<file path="src/rtl/stage_timer_sequencer.sv">
// Runs up to STAGES timed phases back-to-back from one shared elapsed counter.
// Each enabled stage lasts (limit + 1) unpaused cycles; disabled stages are skipped at zero cost.
module stage_timer_sequencer #(
  parameter int COUNTER_BITS = 32,
  parameter int STAGES       = 4,
  parameter int STAGE_BITS   = 2
) (
  input  logic                           i_CLK,
  input  logic                           i_RST_N,
  input  logic                           i_START,
  input  logic                           i_PAUSE,
  input  logic                           i_ABORT,
  input  logic [STAGES-1:0]              i_STAGE_EN,
  input  logic [STAGES*COUNTER_BITS-1:0] i_LIM_FLAT,
  output logic                           o_BUSY,
  output logic [STAGE_BITS-1:0]          o_STAGE,
  output logic [COUNTER_BITS-1:0]        o_ELAPSED,
  output logic                           o_STAGE_DONE,
  output logic [STAGE_BITS-1:0]          o_DONE_STAGE,
  output logic                           o_ALL_DONE
);

  // state | meaning
  // IDLE  | waiting for start, outputs quiet
  // RUN   | timing the stage in o_STAGE
  // DONE  | every enabled stage finished, o_ALL_DONE high
  typedef enum logic [1:0] {IDLE, RUN, DONE} state_t;

  state_t                  state;
  logic [STAGES-1:0]       en_q;
  logic [COUNTER_BITS-1:0] lim_q [STAGES];

  logic                    first_found;
  logic [STAGE_BITS-1:0]   first_idx;
  logic                    next_found;
  logic [STAGE_BITS-1:0]   next_idx;
  logic [COUNTER_BITS-1:0] cur_lim;

  // Lowest enabled stage from the live inputs (used at start) and the next
  // enabled stage above the current one from the latched copy (used in RUN).
  always_comb begin
    first_found = 1'b0;
    first_idx   = '0;
    next_found  = 1'b0;
    next_idx    = '0;
    for (int k = STAGES - 1; k >= 0; k--) begin
      if (i_STAGE_EN[k]) begin
        first_found = 1'b1;
        first_idx   = STAGE_BITS'(k);
      end
      if (en_q[k] && (k > int'(o_STAGE))) begin
        next_found = 1'b1;
        next_idx   = STAGE_BITS'(k);
      end
    end
  end

  assign cur_lim = lim_q[o_STAGE];

  always_ff @(posedge i_CLK) begin
    if (!i_RST_N) begin
      state        <= IDLE;
      en_q         <= '0;
      for (int k = 0; k < STAGES; k++) lim_q[k] <= '0;
      o_BUSY       <= 1'b0;
      o_STAGE      <= '0;
      o_ELAPSED    <= '0;
      o_STAGE_DONE <= 1'b0;
      o_DONE_STAGE <= '0;
      o_ALL_DONE   <= 1'b0;
    end else begin
      o_STAGE_DONE <= 1'b0;
      case (state)
        IDLE, DONE: begin
          if (i_ABORT) begin
            state      <= IDLE;
            o_ALL_DONE <= 1'b0;
          end else if (i_START) begin
            en_q <= i_STAGE_EN;
            for (int k = 0; k < STAGES; k++)
              lim_q[k] <= i_LIM_FLAT[k*COUNTER_BITS +: COUNTER_BITS];
            o_ELAPSED <= '0;
            if (first_found) begin
              state      <= RUN;
              o_STAGE    <= first_idx;
              o_BUSY     <= 1'b1;
              o_ALL_DONE <= 1'b0;
            end else begin
              state      <= DONE;
              o_STAGE    <= '0;
              o_BUSY     <= 1'b0;
              o_ALL_DONE <= 1'b1;
            end
          end
        end
        RUN: begin
          if (i_ABORT) begin
            state     <= IDLE;
            o_BUSY    <= 1'b0;
            o_ELAPSED <= '0;
            o_STAGE   <= '0;
          end else if (!i_PAUSE) begin
            if (o_ELAPSED == cur_lim) begin
              o_STAGE_DONE <= 1'b1;
              o_DONE_STAGE <= o_STAGE;
              o_ELAPSED    <= '0;
              if (next_found) begin
                o_STAGE <= next_idx;
              end else begin
                state      <= DONE;
                o_BUSY     <= 1'b0;
                o_ALL_DONE <= 1'b1;
              end
            end else begin
              o_ELAPSED <= o_ELAPSED + COUNTER_BITS'(1);
            end
          end
        end
        default: state <= IDLE;
      endcase
    end
  end

endmodule

</file>
<file path="config.mk">
export PLATFORM = sky130hd
export DESIGN_NAME = stage_timer_sequencer
export DESIGN_NICKNAME = d
export VERILOG_FILES = /design/src/rtl/stage_timer_sequencer.sv
export SDC_FILE = /design/constraint.sdc
export NUM_CORES = 1
export LEC_CHECK = 0
export BUFFER_PORTS_ARGS = -buffer_cell sky130_fd_sc_hd__buf_2
export CAP_MARGIN = 10
export CORE_UTILIZATION = 54
export DETAILED_ROUTE_END_ITERATION = 10
export GPL_ROUTABILITY_DRIVEN = 0
export HOLD_SLACK_MARGIN = 0.15
export PLACE_DENSITY = 0.81
export SYNTH_ARGS = -nofsm -noshare
export SYNTH_HDL_FRONTEND = slang
export SYNTH_SLANG_ARGS = --single-unit
</file>
<file path="constraint.sdc">
create_clock -name i_CLK -period 4.45 [get_ports i_CLK]
set_input_delay 0.6675 -clock i_CLK [delete_from_list [all_inputs] [get_ports i_CLK]]
set_output_delay 0.6675 -clock i_CLK [all_outputs]
set_load 0.05 [all_outputs]
</file>
Yosys cells after proc, flatten, opt, wreduce, memory -nomap -nowiden
Memories as Yosys holds them, arrays and structs flattened. A register that Yosys moved wholly into a read port is not among the register bits.
Cells that the tools add are included.
W data, S select, Z words.

word-level totals
  flip-flop bits (word level) = 45
  RAM bits = 128
  input bits = 137
  logic and storage cells = 114
  memories = 1

operators by class
  add/sub/neg operators = 1
  magnitude comparators = 3
  equal/unequal tests = 14
  mux-type cells = 65
  bitwise gates (word level) = 8
  reduce and logical (&&, ||, !) cells = 14

memory list
  memory  words  width  read ports  clocked after Yosys merged registers in  write ports  line  text
  lim_q   4      32     1           1                                        4            31    logic [COUNTER_BITS-1:0] lim_q [STAGES];

operator list
  cell                     number
  $mux W32                 9
  $pmux W32 S2             1
  $mux W2                  23
  $add A32 B1 Y32 const B  1
  $eq A32 B32 Y1           1
  $mux W1                  28
  $reduce_and A6 Y1        3
  $ne A3 B3 Y1 const B     5
  $ne A2 B2 Y1 const B     6
  $reduce_and A4 Y1        3
  $pmux W2 S2              2
  $gt A2 B2 Y1 const A     2
  $not A1 Y1               4
  $or A1 B1 Y1             4
  $pmux W1 S2              2
  $reduce_or A4 Y1         1
  $logic_and A1 B1 Y1      3
  $reduce_and A3 Y1        1
  $eq A2 B1 Y1 const B     1
  $eq A2 B2 Y1 const B     1
  $gt A1 B2 Y1 const A     1
  $logic_not A2 Y1         1
  $reduce_bool A2 Y1       1
  $reduce_or A2 Y1         1

Depth between registers and ports, before layout
  word-level depth = 12
  mapped depth = 11
  gate-level depth less buffers = 7

Worst setup path before layout
OpenSTA, ideal clock, no wires.

  path kind = input port to flip-flop
  start point = input i_START
  end point = memory lim_q[0][0], enable pin
  setup time = 0.481 ns
  data arrival time = 3.515 ns
  path slack = 0.454 ns
  stages = 3
  path buffers = 1
  path through = clkbuf_1 -> a21oi_1 -> inv_1

RTL lines
  element             line  text
  start: declaration  10    input logic i_START,
  end: declaration    31

==> qor.txt <==
Initial Util: 56.00%
Crit-path cells: buf_4 > mux4_2 > xnor2_1 > nand4_1 > nor4_2 > nand2_1 > or4_4 > mux2i_1
Result of the run: completed
Detailed Place HPWL: 12.74 mm
Transition time of the tightest slew-check pin: 985.4 ps
Total routing resource utilization after global routing: 24.99%
Number of diodes: 0
Remaining design rule violation count: 0
Clock skew after layout: 6.714 ps
Peak per-stage delay on the critical path: 800 ps
Vias per cell: 5.499
Leakage: 3.817 nW
Max Clk Rate: 0.2895 GHz
Final net count: 906
Hold-fix buffers, CTS: 0
Fraction of final layout cells with drive strength greater than 1: 31.88%
First-pass GRT wire length: 27.28 mm
Sequential share of the synthesized area: 60.36%
Count of pins over their slew limit: 0
TritonCTS sink count: 174
Total power per unit cell area: 408.6 mW/mm^2
Share of synthesized flip-flops with an asynchronous set or reset: 0%
Startpoint kind of the worst setup timing path: register
CTS tree: done
Floorplan core area: 0.01410 mm^2
Post-route ant nets: 0
Number of optimization iterations in the first detailed-route pass: 4
Post-Syn Instances: 595
Slew margin rel.: 34.31%
Number of antenna violations at the first check in global routing: 0
Clock Tree Root: sky130_fd_sc_hd__clkbuf_16
Most numerous cell in the Yosys netlist: sky130_fd_sc_hd__and2_1
Horizontal die dimension: 122.9 um
Smallest hold slack: 457.4 ps
Worst ir drop on vdd: 318.0 uV
Final worst-path setup slack: 996.0 ps
Count of buffers added by post-CTS timing repair for setup: 0
Endpoint arrival time on the critical path: 3770 ps
Number of register bits inferred by synthesis: 174
Critical path fanouts, max: 21
Critical path start-end classification: reg2reg
Maximum number of pins on one net before global-route repair: 90
Distinct cells, synth: 43
Standard-cell rows: 43
Most frequent cells after synthesis: 129 x sky130_fd_sc_hd__and2_1, 128 x sky130_fd_sc_hd__edfxtp_1, 46 x sky130_fd_sc_hd__dfxtp_1
Final WL: 17.79 mm
Most common flop cell mapped by yosys: sky130_fd_sc_hd__edfxtp_1
Count of flip-flops with a built-in enable after synthesis: 128
Cell types occupying the most area after synthesis: sky130_fd_sc_hd__edfxtp_1 49%, sky130_fd_sc_hd__dfxtp_1 12%, sky130_fd_sc_hd__and2_1 10%
Io pins: 176
Max cap viols: 0
Total number of vias: 5,285
Post-Place Worst Slack: 965.9 ps
Final setup TNS: 0 ps
Number of warnings reported in the yosys synthesis log: 0
Area overhead of the layout relative to synthesis: 21.64%
Number of port buffers: 175
Total gr overflow: 0
Required time at the worst-slack endpoint: 4770 ps
Hold WC Path Type: reg2reg
CTS H-tree depth: 4
Mean instance size in the synthesized netlist: 13.27 um^2
Wire length per cell: 18.51 um
Filler Cells Inserted: 977
Area taken by multi-input logic gates: 0.002988 mm^2
Deepest clock path buffer count: 2
Shortest period the worst path allows: 3454 ps
Fraction of synthesized cell area taken by the top area cell type: 48.69%
Vertical extent of the die: 122.9 um
Hold Fails Final Rpt: 0
# setup viols final: 0
Number of resized instances in the post-cts repair step: 0
Largest area contributor in the synthesized netlist: sky130_fd_sc_hd__edfxtp_1
Die area: 0.01511 mm^2
Clock Pin Slew Worst Setup and Hold Paths: 60 ps
Cell type of the slowest stage on the worst timing path: sky130_fd_sc_hd__dfxtp_2
Share of the cycle needed by the critical path after routing: 77.62%
Total area of sequential cells: 0.004767 mm^2
Syn nets: 733
Clock latency of the later-clocked register in the worst-skew pair: 430 ps
Via count of the first global-routing pass: 5,306
Setup repair after global routing missed its margin: false
CTS Buf Count: 17
Critical Path End Type: register
Netlist Area Pre-Place: 0.007894 mm^2
Number of DRC violations after detailed-routing iteration 0: 570
==> cell type report <==
cell class / count / share of cell area (%)
flip-flops and latches: 174 / 49.65
multi-input cells: 388 / 31.12
repair buffers: 181 / 9.591
clock buffers: 19 / 4.509
clock inverters: 13 / 2.528
well taps: 180 / 2.346
inverters: 6 / 0.2606
==> state kept, by name, summed over array words and instances (netlist names), named ones only <==
name	count
o_STAGE_DONE	1
lim_q	128
o_ALL_DONE	1
state	2
o_BUSY	1
en_q	3
o_ELAPSED	32
o_DONE_STAGE	2
o_STAGE	2
==> metal layers <==
metal  wire length [um]  up-vias  GRT usage [%]
met5                  0        -              0
met4                507        0          11.97
met3               1004       38          4.059
met2               9035      229          42.35
met1               7241     2534          31.37
li1                   -     2484              -
==> cell families (layout without fill, tap and decap cells) <==
logic type,after synthesis,count (layout),synth area share [%]
mux,37,37,9.764
buf+inv,33,219,1.934
fa+ha+maj,1,1,0.1585
simple gates,258,258,18.53
flops,174,174,60.36
compound gates,31,31,2.489
xor+xnor,61,61,6.768
==> worst max-delay path, delay by kind of cell, from the launching register on <==
family | cells | cell delay, ps
simple gates | 4 | 1250
mux | 2 | 700
xor+xnor | 1 | 190
buf+inv | 1 | 390
flops | 1 | 800
==> layout by cell type (no fill, tap or decap), drive strengths merged, types with 3 or more instances in the layout <==
master / netlist / final
nand2: 25 / 25
nor2: 41 / 41
edfxtp: 128 / 128
and2: 129 / 129
o31ai: 3 / 3
nor4: 8 / 8
and3: 9 / 9
buf: 9 / 181
inv: 6 / 6
nand3: 13 / 13
xnor2: 41 / 41
a21oi: 8 / 8
dfxtp: 46 / 46
nor2b: 6 / 6
clkbuf: 18 / 19
a22o: 3 / 3
bufinv: 0 / 7
o21ai: 9 / 9
nor3: 3 / 3
mux4: 32 / 32
mux2i: 5 / 5
xor2: 20 / 20
clkinv: 0 / 5
nand4: 14 / 14
==> through the flow <==
stage | std cells | power (mW) | util [%] | instance area (um^2)
floorplan | 595 | 2.135 | - | 7894
global placement | 929 | 2.241 | 63.32 | 8926
detailed placement | 929 | 2.260 | 63.32 | 8926
CTS | 961 | 3.942 | 68.12 | 9602
global route | 961 | 4.028 | 68.12 | 9602
finish | 961 | 3.923 | 68.12 | 9602
==> where the power goes <==
part           switching [mW]  internal [mW]
sequential             0.0474           1.84
clock                   0.591           1.10
combinational           0.177          0.167
total                   0.815           3.11
==> final timing paths <==
check,from,end,slack (ps),cells past startpoint
max,register,o_DONE_STAGE[0],1000,8
min reg2reg,o_DONE_STAGE[1],o_DONE_STAGE[1],460,2
max reg2reg,register,o_DONE_STAGE[0],1000,8
min,o_DONE_STAGE[1],o_DONE_STAGE[1],460,2
Power figures use the tool's default switching activity.
